**config.mk**
```make
export PLATFORM = sky130hd
export DESIGN_NAME = apb_mst_if
export DESIGN_NICKNAME = d
export VERILOG_FILES = /design/src/rtl/apb_mst_if.sv
export SDC_FILE = /design/constraint.sdc
export NUM_CORES = 1
export LEC_CHECK = 0
export BUFFER_PORTS_ARGS = -buffer_cell sky130_fd_sc_hd__buf_2
export CORE_UTILIZATION = 51
export CTS_CLUSTER_SIZE = 8
export DETAILED_ROUTE_END_ITERATION = 10
export PLACE_DENSITY = 0.85
export SLEW_MARGIN = 10
export SYNTH_ARGS = -nofsm -noshare
export SYNTH_HDL_FRONTEND = slang
export SYNTH_SLANG_ARGS = --single-unit
```
**constraint.sdc**
```tcl
create_clock -name pclk_i -period 7.2 [get_ports pclk_i]
set_input_delay 2.16 -clock pclk_i [delete_from_list [all_inputs] [get_ports pclk_i]]
set_output_delay 2.16 -clock pclk_i [all_outputs]
set_load 0.005 [all_outputs]
```
**src/rtl/apb_mst_if.sv**
```systemverilog
// APB4/5 requester bridge: turns a valid/ready command into one APB transfer
// and returns a held response. Misaligned commands complete with an error and no bus access.
module apb_mst_if #(
  parameter int ADDR_WIDTH     = 32,
  parameter int DATA_WIDTH     = 32,
  parameter int TIMEOUT_CYCLES = 256,
  localparam int STRB_WIDTH    = DATA_WIDTH / 8
) (
  input  logic                  pclk_i,
  input  logic                  prst_ni,
  input  logic                  req_valid_i,
  output logic                  req_ready_o,
  input  logic [ADDR_WIDTH-1:0] req_addr_i,
  input  logic                  req_we_i,
  input  logic [DATA_WIDTH-1:0] req_wdata_i,
  input  logic [STRB_WIDTH-1:0] req_strb_i,
  input  logic [2:0]            req_prot_i,
  output logic                  rsp_valid_o,
  input  logic                  rsp_ready_i,
  output logic [DATA_WIDTH-1:0] rsp_rdata_o,
  output logic                  rsp_err_o,
  output logic [ADDR_WIDTH-1:0] paddr_o,
  output logic [3:0]            pprot_o,
  output logic                  pnse_o,
  output logic                  psel_o,
  output logic                  penable_o,
  output logic                  pwrite_o,
  output logic [DATA_WIDTH-1:0] pwdata_o,
  output logic [STRB_WIDTH-1:0] pstrb_o,
  input  logic                  pready_i,
  input  logic [DATA_WIDTH-1:0] prdata_i,
  input  logic                  pslverr_i,
  output logic                  pwakeup_o
);

  // Counter holds TIMEOUT_CYCLES itself without wrapping.
  localparam int CNT_W = (TIMEOUT_CYCLES > 1) ? $clog2(TIMEOUT_CYCLES + 1) : 1;
  localparam logic [CNT_W-1:0] CNT_LAST = CNT_W'((TIMEOUT_CYCLES > 0) ? TIMEOUT_CYCLES - 1 : 0);
  localparam bit TO_EN = (TIMEOUT_CYCLES != 0);

  typedef enum logic [1:0] {IDLE, SETUP, ACCESS, RESP} state_t;

  state_t                state_q, state_d;
  logic                  req_ready_q, req_ready_d;
  logic                  psel_q, psel_d;
  logic                  penable_q, penable_d;
  logic                  pwakeup_q, pwakeup_d;
  logic                  pwrite_q, pwrite_d;
  logic [ADDR_WIDTH-1:0] paddr_q, paddr_d;
  logic [DATA_WIDTH-1:0] pwdata_q, pwdata_d;
  logic [STRB_WIDTH-1:0] pstrb_q, pstrb_d;
  logic [3:0]            pprot_q, pprot_d;
  logic                  rsp_valid_q, rsp_valid_d;
  logic                  rsp_err_q, rsp_err_d;
  logic [DATA_WIDTH-1:0] rsp_rdata_q, rsp_rdata_d;
  logic [CNT_W-1:0]      cnt_q, cnt_d;

  always_ff @(posedge pclk_i or negedge prst_ni) begin
    if (!prst_ni) begin
      state_q     <= IDLE;
      req_ready_q <= 1'b1;
      psel_q      <= 1'b0;
      penable_q   <= 1'b0;
      pwakeup_q   <= 1'b0;
      pwrite_q    <= 1'b0;
      paddr_q     <= '0;
      pwdata_q    <= '0;
      pstrb_q     <= '0;
      pprot_q     <= '0;
      rsp_valid_q <= 1'b0;
      rsp_err_q   <= 1'b0;
      rsp_rdata_q <= '0;
      cnt_q       <= '0;
    end else begin
      state_q     <= state_d;
      req_ready_q <= req_ready_d;
      psel_q      <= psel_d;
      penable_q   <= penable_d;
      pwakeup_q   <= pwakeup_d;
      pwrite_q    <= pwrite_d;
      paddr_q     <= paddr_d;
      pwdata_q    <= pwdata_d;
      pstrb_q     <= pstrb_d;
      pprot_q     <= pprot_d;
      rsp_valid_q <= rsp_valid_d;
      rsp_err_q   <= rsp_err_d;
      rsp_rdata_q <= rsp_rdata_d;
      cnt_q       <= cnt_d;
    end
  end

  always_comb begin
    state_d     = state_q;
    req_ready_d = req_ready_q;
    psel_d      = psel_q;
    penable_d   = penable_q;
    pwakeup_d   = pwakeup_q;
    pwrite_d    = pwrite_q;
    paddr_d     = paddr_q;
    pwdata_d    = pwdata_q;
    pstrb_d     = pstrb_q;
    pprot_d     = pprot_q;
    rsp_valid_d = rsp_valid_q;
    rsp_err_d   = rsp_err_q;
    rsp_rdata_d = rsp_rdata_q;
    cnt_d       = cnt_q;
    unique case (state_q)
      IDLE: begin
        if (req_valid_i && req_ready_q) begin
          req_ready_d = 1'b0;
          if (req_addr_i[1:0] == 2'b00) begin
            state_d   = SETUP;
            psel_d    = 1'b1;
            penable_d = 1'b0;
            pwakeup_d = 1'b1;
            paddr_d   = req_addr_i;
            pwrite_d  = req_we_i;
            pwdata_d  = req_we_i ? req_wdata_i : '0;
            pstrb_d   = req_we_i ? req_strb_i : '0;
            pprot_d   = {1'b0, req_prot_i};
            cnt_d     = '0;
          end else begin
            state_d     = RESP;
            rsp_valid_d = 1'b1;
            rsp_err_d   = 1'b1;
            rsp_rdata_d = '0;
          end
        end
      end
      SETUP: begin
        state_d   = ACCESS;
        penable_d = 1'b1;
      end
      ACCESS: begin
        // A ready completer on the last allowed cycle still completes normally.
        if (pready_i) begin
          state_d     = RESP;
          psel_d      = 1'b0;
          penable_d   = 1'b0;
          pwakeup_d   = 1'b0;
          rsp_valid_d = 1'b1;
          rsp_err_d   = pslverr_i;
          rsp_rdata_d = pwrite_q ? '0 : prdata_i;
        end else if (TO_EN && (cnt_q == CNT_LAST)) begin
          state_d     = RESP;
          psel_d      = 1'b0;
          penable_d   = 1'b0;
          pwakeup_d   = 1'b0;
          rsp_valid_d = 1'b1;
          rsp_err_d   = 1'b1;
          rsp_rdata_d = '0;
        end else if (TO_EN) begin
          cnt_d = cnt_q + CNT_W'(1);
        end
      end
      RESP: begin
        if (rsp_ready_i) begin
          state_d     = IDLE;
          rsp_valid_d = 1'b0;
          req_ready_d = 1'b1;
        end
      end
      default: state_d = IDLE;
    endcase
  end

  assign req_ready_o = req_ready_q;
  assign psel_o      = psel_q;
  assign penable_o   = penable_q;
  assign pwakeup_o   = pwakeup_q;
  assign pwrite_o    = pwrite_q;
  assign paddr_o     = paddr_q;
  assign pwdata_o    = pwdata_q;
  assign pstrb_o     = pstrb_q;
  assign pprot_o     = pprot_q;
  assign pnse_o      = 1'b0;
  assign rsp_valid_o = rsp_valid_q;
  assign rsp_err_o   = rsp_err_q;
  assign rsp_rdata_o = rsp_rdata_q;

endmodule

```
Word level (Yosys, flattened, before mapping)

Index checks and enable logic that the tools add are counted.

$add $sub $neg: 1
Equal/unequal tests: 11
Muxes and demuxes: 38
Reductions and logical operators: 15

Operators by type and width:

| operator                                      | number |
|---|---|
| two-way mux 32 bit                            | 6 |
| one-hot mux 32 bit (2 select lines)           | 1 |
| two-way mux 9 bit                             | 4 |
| one-hot mux 9 bit (2 select lines)            | 1 |
| two-way mux 1 bit                             | 14 |
| inequality test 2 bit, second input constant  | 6 |
| AND reduction 4 bit                           | 3 |
| two-way mux 2 bit                             | 5 |
| AND reduction 5 bit                           | 2 |
| adder 9 x 1 -> 9 bit, second input constant   | 1 |
| == test 9 x 8 -> 1 bit, second input constant | 1 |
| AND reduction 3 bit                           | 3 |
| one-hot mux 2 bit (4 select lines)            | 1 |
| one-hot mux 1 bit (2 select lines)            | 3 |
| one-hot mux 1 bit (3 select lines)            | 2 |
| nonzero test 3 bit                            | 2 |
| == test 2 bit, second input constant          | 2 |
| logical NOT 2 bit                             | 2 |
| two-way mux 4 bit                             | 1 |
| nonzero test 2 bit                            | 2 |
| inequality test 3 bit, second input constant  | 1 |
| == test 2 x 1 -> 1 bit, second input constant | 1 |
| logical AND 1 bit                             | 1 |

Register bits after elaboration: 120
Bits of input ports: 110
Output and inout bits: 112

Longest topological paths before layout

Gate-level depths: netlist (run 1).

Word-level depth: 4
Mapped depth: 9

Worst setup path before layout (run 1)

OpenSTA, ideal clock, no wires.

Path kind: input to register
Start: input req_addr_i[0]
End: register cnt_q[4]
Data arrival time: 3.274 ns
Data required time: 7.131 ns
Setup slack: 3.857 ns
Stages on the path: 4
Path buffers: 0
Cell sequence: nand4bb_1 -> a211o_1 -> or4b_1 -> nand3_1

Longest elaborated chain between the ends: 3

RTL lines:

| item                                   | line | text |
|---|---|---|
| start, declared                        | 13   | `input logic [ADDR_WIDTH-1:0] req_addr_i,` |
| logical NOT 2 bit                      | 111  | `if (req_addr_i[1:0] == 2'b00) begin` |
| inequality test 2 bit (no source line) | -    |  |
| AND reduction 5 bit (no source line)   | -    |  |
| end signal, assigned                   | 88   | `cnt_q <= cnt_d;` |
| end, declared                          | 56   | `logic [CNT_W-1:0] cnt_q, cnt_d;` |

Every way passes these cells.
A chain may end at the register's enable or synchronous reset.

Worst setup path after layout (run 1)

Start: input req_addr_i[1]
End: register paddr_q[21] (netlist: paddr_o[21])

Longest elaborated chain between the ends: 2

RTL lines:

| item                                 | line | text |
|---|---|---|
| logical NOT 2 bit                    | 111  |  |
| AND reduction 3 bit (no source line) | -    |  |
| end signal, assigned                 | 81   | `paddr_q <= paddr_d;` |
| end, declared                        | 49   | `logic [ADDR_WIDTH-1:0] paddr_q, paddr_d;` |

Every way passes these cells.

==> results.py, run 1 <==
metrics = {
    "outcome": {
        "status": "finished clean",
    },
    "timing": {
        "rsz0062_at_grt": "false",
        "tightestPinTransition_ps": 1104,
        "fin_skew_ps": 8.263,
        "slew_headroom_pct": 26.38,
        "max_freq_ghz": 0.2605,
        "finalSetupViolCount": 0,
        "slew_viol_final": 0,
        "post-route-min-period_ps": 3839,
        "finalSetupTns_ps": 0,
        "finalHoldViolations": 0,
        "period_share_pct": 53.31,
    },
    "global_routing": {
        "grt_max_degree": 109,
        "grt_usage_pct": 23.77,
        "antenna_found_initial": 0,
        "grt_pass1_wl_mm": 18.60,
        "overflow": 0,
        "grt_pass1_vias": 3887,
    },
    "layout": {
        "num-fill-cells": 687,
        "final_nets": 810,
        "post-route-util_pct": 71.70,
        "synthToLayoutAreaGrowth_pct": 34.38,
        "drive_gt1_share_pct": 41.42,
        "n_antenna_cell": 0,
    },
    "critical_path": {
        "end_kind": "flop",
        "slowest_stage": "nand3_4",
        "critical_path.max_stage_delay_ps": 850,
        "cp-start-kind": "input pin",
        "setup.worst_path.class": "in -> reg",
        "arrival_ps": 4210,
        "cp_max_fo": 108,
        "required_ps": 7570,
        "cp_cell_sequence": "buf_2 > nor3b_4 > nand3_4 > mux2_2",
    },
    "cts": {
        "clock-sinks": 120,
        "cts_hold_buf": 0,
        "cts_tree": "done",
        "numCtsBuffers": 17,
        "clockBufferDepth": 2,
        "clockRootBuffer": "clkbuf_8",
        "cts_resized": 0,
        "clk_latency_ps": 500,
        "post-cts-setup-buffer-count": 0,
        "h-tree-depth": 4,
        "clk_pin_slew_ps": 60,
    },
    "routing": {
        "post_drt_wl_per_cell_um": 14.68,
        "drt_iter0_drc": 149,
        "drt_wl_total_mm": 12.25,
        "antenna_left": 0,
        "dr.pass1.iters": 5,
        "via_per_inst": 5.062,
        "vias": 4222,
        "drc_errors": 0,
    },
    "yosys": {
        "yosys.cell_types.count": 34,
        "synth_top_area_share_pct": 59.56,
        "synth_enable_flop_cells": 0,
        "synth_warnings": 0,
        "synthesis.area_mm2": 0.005000,
        "async_flop_share_pct": 100.0,
        "syn_avg_cell_area_um2": 10.35,
        "ys_ff_latch": 120,
        "synth_area_leaders": "dfrtp_1, nand2_1, mux2_2, o21ai_0, nand3_1",
        "seq_area_frac_synth_pct": 60.09,
        "syn_inst": 483,
        "ys.flop_type": "dfrtp_1",
        "synth_top_area_cell": "dfrtp_1",
    },
    "hold_path": {
        "hold_class": "reg -> reg",
    },
    "run": {
        "cap_violations": 0,
    },
    "die": {
        "core_area_mm2": 0.009371,
        "start_util_pct": 53.35,
        "dieHeight_um": 101.0,
        "chipWidth_um": 101.0,
        "rows": 35,
        "die_area_mm2": 0.01020,
        "io_pins": 222,
    },
    "pwr": {
        "leakage_uw": 0.003740,
        "ir_worst_vdd_uv": 229.1,
        "power_density_mw_per_mm2": 420.1,
    },
    "place": {
        "port_buffers": 219,
        "gp_congestion": 0.7911,
        "hpwl_mm": 8.600,
    },
}
-- through the flow --
stage	cells	setup slack (ps)	total power (uW)	hold WS (ps)	cell area (um^2)
after floorplan	484	3857	1613	449.8	5004
after global placement	803	2937	1966	443.9	6141
after detailed placement	803	2882	2029	452.3	6141
after CTS	834	3403	2839	465.5	6714
after global routing	834	3211	3005	489.9	6719
final	834	3361	2823	460.9	6719
-- state kept, by name, summed over array words and instances, names as in the netlist --
| register | cells |
|---|---|
| paddr_o | 32 |
| pwdata_o | 32 |
| rsp_rdata_o | 32 |
| cnt_q | 9 |
| pstrb_o | 4 |
| pprot_o | 3 |
| state_q | 2 |
| penable_o | 1 |
| pwakeup_o | 1 |
| pwrite_o | 1 |
| req_ready_o | 1 |
| rsp_err_o | 1 |
| rsp_valid_o | 1 |
-- worst max-delay path, delay by kind of cell --
| kind | cells | cell delay, ps |
|---|---|---|
| buffers and inverters | 1 | 120 |
| AND/OR/NAND/NOR | 2 | 1250 |
| multiplexers | 1 | 620 |
-- routing by layer --
metal	vias up	share of wire, %	global-route usage [%]
li1	2023	-	-
met1	2013	41	29.66
met2	168	51	40.89
met3	18	6.1	4.993
met4	0	1.7	8.696
met5	-	0	0
-- logic make-up (layout without fill, tap and decap cells) --
| logic type | after synthesis | count (layout) | synth area share [%] |
|---|---|---|---|
| AOI/OAI and AO/OA | 60 | 60 | 7.032 |
| muxes | 37 | 37 | 8.283 |
| DFF | 120 | 120 | 60.09 |
| adders and majority gates | 7 | 7 | 1.752 |
| buffers and inverters | 37 | 258 | 3.403 |
| and+or+nand+nor | 221 | 221 | 19.37 |
| other | 1 | 2 | 0.07500 |
-- where the power goes --
| part | leakage [uW] | internal, uW | total [uW] | switching, uW |
|---|---|---|---|---|
| registers | 0.00158 | 954 | 1120 | 162 |
| logic | 0.00189 | 403 | 903 | 500 |
| clock network | 0.000274 | 502 | 804 | 301 |
-- cells in the final DEF, fill, tap and decap left out, types with 2 or more instances in the layout --
master	Yosys	layout
buf_2	13	218
bufinv_16	0	2
clkinv_4	0	3
or4b_1	3	3
a21oi_1	6	6
nand2b_1	2	2
nand2_1	153	153
dfrtp_1	119	119
nand3b_1	2	2
inv_6	0	3
a211o_1	2	2
inv_1	6	6
and2_1	2	2
buf_4	4	3
nand3_1	41	41
and3_1	5	5
mux2_2	35	35
clkbuf_16	0	16
o221ai_1	2	2
clkinv_2	0	2
mux2i_1	2	2
clkinvlp_4	0	3
clkbuf_8	0	2
o21ai_0	44	44
conb_1	1	2
ha_1	7	7
nor2_1	7	6
-- final timing paths --
| kind | startpoint | endpoint | slack, ps | cells past startpoint |
|---|---|---|---|---|
| min in group asynchronous | prst_ni | pwdata_o[10] | 1690 | 1 |
| min reg2reg | rsp_rdata_o[23] | rsp_rdata_o[23] | 460 | 2 |
| max in group asynchronous | prst_ni | rsp_rdata_o[29] | 4220 | 2 |
| min | rsp_rdata_o[23] | rsp_rdata_o[23] | 460 | 2 |
| max reg2reg | state_q[0] | paddr_o[21] | 4140 | 5 |
| max | req_addr_i[1] | paddr_o[21] | 3360 | 4 |
-- synthesized netlist by cell type, types with 2 or more instances --
cell / count
nand3b_1: 2
or4b_1: 3
clkbuf_1: 14
buf_2: 13
nand3_1: 41
nand2_1: 153
and3_1: 5
and2_1: 2
a211o_1: 2
dfrtp_1: 119
nand2b_1: 2
a21oi_1: 6
o21ai_0: 44
ha_1: 7
mux2_2: 35
buf_4: 4
mux2i_1: 2
o221ai_1: 2
nor2_1: 7
inv_1: 6
-- layout make-up --
type | instances | area [um^2] | share of cell area (%)
flip-flops and latches | 120 | 3004 | 44.71
multi-input cells | 327 | 1844 | 27.45
repair buffers | 221 | 1114 | 16.57
clock buffers | 18 | 427.9 | 6.369
well taps | 129 | 161.4 | 2.402
clock inverters | 13 | 145.1 | 2.160
inverters | 6 | 22.52 | 0.3352
(Power assumes the default switching activity.)
==> run 2: changes to the inputs <==
--- a/config.mk
+++ b/config.mk
@@ -6,10 +6,10 @@
 export NUM_CORES = 1
 export LEC_CHECK = 0
 export BUFFER_PORTS_ARGS = -buffer_cell sky130_fd_sc_hd__buf_2
-export CORE_UTILIZATION = 51
+export CORE_UTILIZATION = 43
 export CTS_CLUSTER_SIZE = 8
 export DETAILED_ROUTE_END_ITERATION = 10
-export PLACE_DENSITY = 0.85
+export PLACE_DENSITY = 0.77
 export SLEW_MARGIN = 10
 export SYNTH_ARGS = -nofsm -noshare
 export SYNTH_HDL_FRONTEND = slang
==> constraint.sdc (replaced) <==
create_clock -name pclk_i -period 3.1 [get_ports pclk_i]
set_input_delay 0.93 -clock pclk_i [delete_from_list [all_inputs] [get_ports pclk_i]]
set_output_delay 0.93 -clock pclk_i [all_outputs]
set_load 0.005 [all_outputs]
==> results.py, run 2 (synthesis gave the netlist of run 1 again) <==
metrics = {
    "die": {
        "io_pins": 222,
        "dieHeight_um": 109.8,
        "die_area_mm2": 0.01206,
        "chipWidth_um": 109.8,
        "rows": 39,
        "start_util_pct": 43.97,
        "core_area_mm2": 0.01137,
    },
    "cts": {
        "cts_hold_buf": 0,
        "post-cts-setup-buffer-count": 0,
        "clk_pin_slew_ps": 50,
        "clockRootBuffer": "clkbuf_16",
        "clockBufferDepth": 2,
        "cts_tree": "done",
        "clk_latency_ps": 410,
        "h-tree-depth": 4,
        "clock-sinks": 120,
        "cts_resized": 0,
        "numCtsBuffers": 17,
    },
    "routing": {
        "drt_wl_total_mm": 11.53,
        "drc_errors": 0,
        "via_per_inst": 4.943,
        "vias": 4216,
        "drt_iter0_drc": 298,
        "dr.pass1.iters": 5,
        "post_drt_wl_per_cell_um": 13.52,
        "antenna_left": 0,
    },
    "timing": {
        "post-route-min-period_ps": 2560,
        "period_share_pct": 82.56,
        "slew_headroom_pct": 57.29,
        "holdWs_ps": 455.6,
        "tightestPinTransition_ps": 640.6,
        "finalHoldViolations": 0,
        "finalSetupViolCount": 0,
        "rsz0062_at_grt": "false",
        "finalSetupTns_ps": 0,
        "max_freq_ghz": 0.3907,
        "fin_skew_ps": 7.388,
        "slew_viol_final": 0,
    },
    "hold_path": {
        "hold_class": "reg -> reg",
        "hold_path_depth": 2,
        "hold_path_startpoint": "rsp_rdata_o[26]",
        "min_to": "rsp_rdata_o[26]",
    },
    "critical_path": {
        "cp_cell_sequence": "ha_1 > and3_1 > and3_1 > ha_1 > o21a_1 > a211o_1 > or4b_1 > nand3_1",
        "cp_max_fo": 18,
        "r2r_end": "cnt_q[5]",
        "slowest_stage": "or4b_1",
        "cp-start-kind": "flop",
        "arrival_ps": 2900,
        "r2r_start": "cnt_q[0]",
        "critical_path.max_stage_delay_ps": 570,
        "setup.worst_path.class": "reg -> reg",
        "r2r_cells": 8,
        "required_ps": 3440,
        "end_kind": "flop",
        "r2r_slack_ps": 540,
    },
    "pwr": {
        "leakage_uw": 0.003791,
        "power_density_mw_per_mm2": 975.5,
        "ir_worst_vdd_uv": 491.4,
    },
    "global_routing": {
        "overflow": 0,
        "grt_pass1_vias": 3816,
        "grt_usage_pct": 19.10,
        "grt_max_degree": 109,
        "antenna_found_initial": 0,
        "grt_pass1_wl_mm": 17.46,
    },
    "outcome": {
        "status": "finished clean",
    },
    "place": {
        "port_buffers": 219,
        "gp_congestion": 0.7806,
        "hpwl_mm": 8.158,
        "placed_area_mm2": 0.006213,
    },
    "layout": {
        "post-route-util_pct": 59.98,
        "multiInputGateArea_mm2": 0.001839,
        "regArea_mm2": 0.003004,
        "drive_gt1_share_pct": 41.41,
        "final_common_cell": "buf_2",
        "n_antenna_cell": 0,
        "synthToLayoutAreaGrowth_pct": 36.39,
        "num-fill-cells": 973,
        "final_nets": 814,
        "mostFrequentLayoutCells": "buf_2, nand2_1, dfrtp_1",
        "fin_area_mm2": 0.006819,
    },
    "run": {
        "cap_violations": 0,
    },
}
==> run 2: power by group <==
part / total [uW] / internal [uW] / switching [uW]
logic: 2100 / 965 / 1140
registers: 2590 / 2220 / 362
clock network: 1960 / 1310 / 653
total: 6650 / 4500 / 2150
==> run 2: worst max-delay path by stage <==
stage                     cells after the start  slack [ps]  endpoint     startpoint
after CTS                                     8         530  cnt_q[5]       cnt_q[0]
after global placement                        5         620  cnt_q[4]  req_addr_i[0]
final                                         8         540  cnt_q[5]       cnt_q[0]
after global routing                          6         320  cnt_q[4]     state_q[0]
after detailed placement                      8         550  cnt_q[5]       cnt_q[0]
after floorplan                               8         840  cnt_q[4]       cnt_q[0]
==> run 2: routing by layer <==
layer	track usage [%]	up-vias	part of all wire (%)	routed length, um
met2	33.35	148	52	5951
met1	21.32	2016	41	4714
met3	5.809	11	6.4	738
met5	0	-	0	0
li1	-	2041	-	-
met4	8.667	0	1.1	129
==> run 2: layout make-up <==
cell class,count,area share (%)
tap,143,2.624
timing repair buffer,225,17.14
multi-input combinational,327,26.97
sequential,120,44.06
inverter,6,0.3303
clock buffer,26,7.615
clock inverter,6,1.266
==> run 2: metrics by stage <==
step | instances | worst slack (ps) | total power (uW)
floorplan | 484 | 843.3 | 3746
global placement | 821 | 621.6 | 4624
detailed placement | 821 | 548.7 | 4729
CTS | 853 | 530.1 | 6734
global route | 853 | 319.1 | 7130
finish | 853 | 540.5 | 6652
==> run 2: worst max-delay path, delay by kind of cell, from the launching register on <==
kind / cells / cell delay (ps)
AO/OA/AOI/OAI: 2 / 660
adder cells (fa/ha/maj): 2 / 460
flip-flops: 1 / 400
AND/OR/NAND/NOR: 4 / 980
==> run 3: changes to the inputs <==
--- a/config.mk
+++ b/config.mk
@@ -5,11 +5,12 @@
 export SDC_FILE = /design/constraint.sdc
 export NUM_CORES = 1
 export LEC_CHECK = 0
+export ABC_AREA = 1
 export BUFFER_PORTS_ARGS = -buffer_cell sky130_fd_sc_hd__buf_2
 export CORE_UTILIZATION = 43
 export CTS_CLUSTER_SIZE = 8
 export DETAILED_ROUTE_END_ITERATION = 10
-export PLACE_DENSITY = 0.77
+export PLACE_DENSITY = 0.76
 export SLEW_MARGIN = 10
 export SYNTH_ARGS = -nofsm -noshare
 export SYNTH_HDL_FRONTEND = slang
==> constraint.sdc (replaced) <==
create_clock -name pclk_i -period 2.06 [get_ports pclk_i]
set_input_delay 0.618 -clock pclk_i [delete_from_list [all_inputs] [get_ports pclk_i]]
set_output_delay 0.618 -clock pclk_i [all_outputs]
set_load 0.005 [all_outputs]
==> results.py, run 3 <==
metrics = {
    "cts": {
        "clk_pin_slew_ps": 50,
        "clk_latency_ps": 410,
        "numCtsBuffers": 17,
        "cts_tree": "done",
        "clock-sinks": 120,
        "cts_hold_buf": 0,
        "clockBufferDepth": 2,
        "h-tree-depth": 4,
        "clockRootBuffer": "clkbuf_16",
    },
    "routing": {
        "dr.pass1.iters": 4,
        "drt_wl_total_mm": 12.80,
        "vias": 4614,
        "drc_errors": 0,
        "antenna_left": 0,
        "post_drt_wl_per_cell_um": 13.28,
        "via_per_inst": 4.786,
        "drt_iter0_drc": 346,
    },
    "hold_path": {
        "hold_class": "in -> async",
    },
    "yosys": {
        "synth_enable_flop_cells": 0,
        "synth_warnings": 0,
        "synthesis.area_mm2": 0.005085,
        "syn_avg_cell_area_um2": 8.752,
        "syn_inst": 581,
        "yosysMostFrequentCell": "nand2_1",
        "ys.flop_type": "dfrtp_1",
        "seq_area_frac_synth_pct": 59.08,
        "synth_area_leaders": "dfrtp_1, nand2_1, nand3_1, o21ai_2, o21ai_0",
        "ys_ff_latch": 120,
        "synth_top_area_cell": "dfrtp_1",
        "yosys.cell_types.count": 27,
        "yosys-top-cells-count": "nand2_1, dfrtp_1, nand3_1",
        "async_flop_share_pct": 100.0,
        "synth_top_area_share_pct": 58.56,
    },
    "critical_path": {
        "r2r_start": "cnt_q[0]",
        "crit_start": "cnt_q[0]",
        "cp-start-kind": "flop",
        "cp_max_fo": 12,
        "critical_path.max_stage_delay_ps": 390,
        "r2r_slack_ps": 90,
        "end_kind": "flop",
        "setup.worst_path.class": "reg -> reg",
        "required_ps": 2340,
        "slowest_stage": "dfrtp_1",
        "arrival_ps": 2250,
        "cp_cell_sequence": "ha_2 > nand2_2 > inv_2 > nand2_2 > nor2_1 > ha_1 > nor2_2 > nand2_1 > nand2_2 > clkinv_4 > nand3_4 > clkbuf_16 > o21ai_0",
        "cp_common_cell": "nand2_2",
    },
    "place": {
        "port_buffers": 219,
        "gp_congestion": 0.8350,
        "placed_area_mm2": 0.006327,
        "hpwl_mm": 8.195,
        "dp_cells": 924,
        "preCtsSetupSlack_ps": 34.84,
    },
    "layout": {
        "drive_gt1_share_pct": 36.42,
        "mostFrequentLayoutCells": "nand2_1, buf_2, dfrtp_1",
        "final_common_cell": "nand2_1",
        "n_antenna_cell": 0,
        "layoutNonFillerInstCount": 964,
        "fin_area_mm2": 0.007039,
        "final_nets": 929,
        "synthToLayoutAreaGrowth_pct": 38.44,
    },
    "die": {
        "chipWidth_um": 110.7,
        "dieHeight_um": 110.7,
        "core_area_mm2": 0.01147,
        "die_area_mm2": 0.01226,
        "start_util_pct": 44.34,
        "io_pins": 222,
        "rows": 39,
    },
    "timing": {
        "slew_viol_final": 0,
        "finalSetupViolCount": 0,
        "finalHoldViolations": 0,
        "post-route-min-period_ps": 1970,
        "fin_skew_ps": 6.880,
        "max_freq_ghz": 0.5076,
        "period_share_pct": 95.64,
        "worst_slack_ps": 89.91,
    },
    "pwr": {
        "ir_worst_vdd_uv": 884.5,
        "leakage_uw": 0.004097,
        "power_density_mw_per_mm2": 1456,
    },
    "global_routing": {
        "grt_max_degree": 73,
        "grt_pass1_vias": 4120,
        "antenna_found_initial": 0,
        "overflow": 0,
        "grt_pass1_wl_mm": 20.25,
        "grt_usage_pct": 20.76,
    },
    "run": {
        "cap_violations": 0,
    },
    "outcome": {
        "status": "finished clean",
    },
}
[run 3: cell count changes in the layout (fill, tap and decap cells not counted), moves of 5 or more]
| cell | before | now |
|---|---|---|
| o21ai_0 | 44 | 17 |
| o21ai_2 | 0 | 14 |
| and3_1 | 5 | 0 |
| nor2_1 | 6 | 14 |
| inv_1 | 6 | 16 |
| mux2_2 | 35 | 0 |
| o21ai_1 | 1 | 15 |
| nand3_1 | 41 | 46 |
| nand2_1 | 153 | 276 |
| nand2_2 | 0 | 6 |
| buf_4 | 5 | 12 |
[run 3: per-layer routing]
layer	GRT usage, %	routed length [um]
met1	27.90	5903
met2	31.80	5933
met3	5.467	675
met4	8.889	284
met5	0	0
[run 3: path summary, 6_finish.rpt]
path / endpoint / depth (start not counted)
min in group pclk_i: paddr_o[24] / 3
setup / recovery: rsp_rdata_o[15] / 13
hold / removal: rsp_rdata_o[14] / 1
setup reg to reg: rsp_rdata_o[15] / 13
hold reg to reg: paddr_o[0] / 2
max in group asynchronous: paddr_o[14] / 2
[run 3: what timing repair did]
item                       in CTS  in global routing
buffers inserted                0                  5
resized for setup               0                 13
setup endpoints to repair       0                 34
[run 3: final cells by class]
class | count | area [um^2]
Fill cell | 993 | 4428
Sequential cell | 120 | 3004
Clock inverter | 5 | 25.02
Tap cell | 143 | 178.9
Inverter | 19 | 76.32
Clock buffer | 23 | 478.0
Multi-Input combinational cell | 412 | 1858
Timing Repair Buffer | 242 | 1419
[run 3: where the power goes]
part	internal, uW	switching (uW)
Clock	1590	947
Combinational	1840	2110
Sequential	3290	472
Total	6720	3530
[run 3: critical path: cells and delay by family, from the launching register on]
family / cells / cell delay, ps
simple gates: 7 / 660
flops: 1 / 390
fa+ha+maj: 2 / 370
buf+inv: 3 / 340
compound gates: 1 / 80
[run 3: kinds of logic (layout without fill, tap and decap cells)]
kind of cell / count (synthesis) / count (layout) / share of synthesized area, %
simple gates: 351 / 352 / 27.81
other cells: 1 / 2 / 0.07375
xor+xnor: 1 / 1 / 0.1723
fa+ha+maj: 7 / 7 / 1.722
flops: 120 / 120 / 59.08
buf+inv: 51 / 289 / 5.167
compound gates: 50 / 50 / 5.979
[run 3: per-stage QoR]
step	total power [uW]	util [%]	hold WS, ps	TNS [ps]
5_1_grt	10970	61.39	170.6	-619.2
3_3_place_gp	6973	55.18	444.4	0
2_1_floorplan	5698	-	322.4	0
4_1_cts	9639	59.56	159.0	0
6_report	10250	61.39	152.4	0
3_5_place_dp	7053	55.18	446.7	0
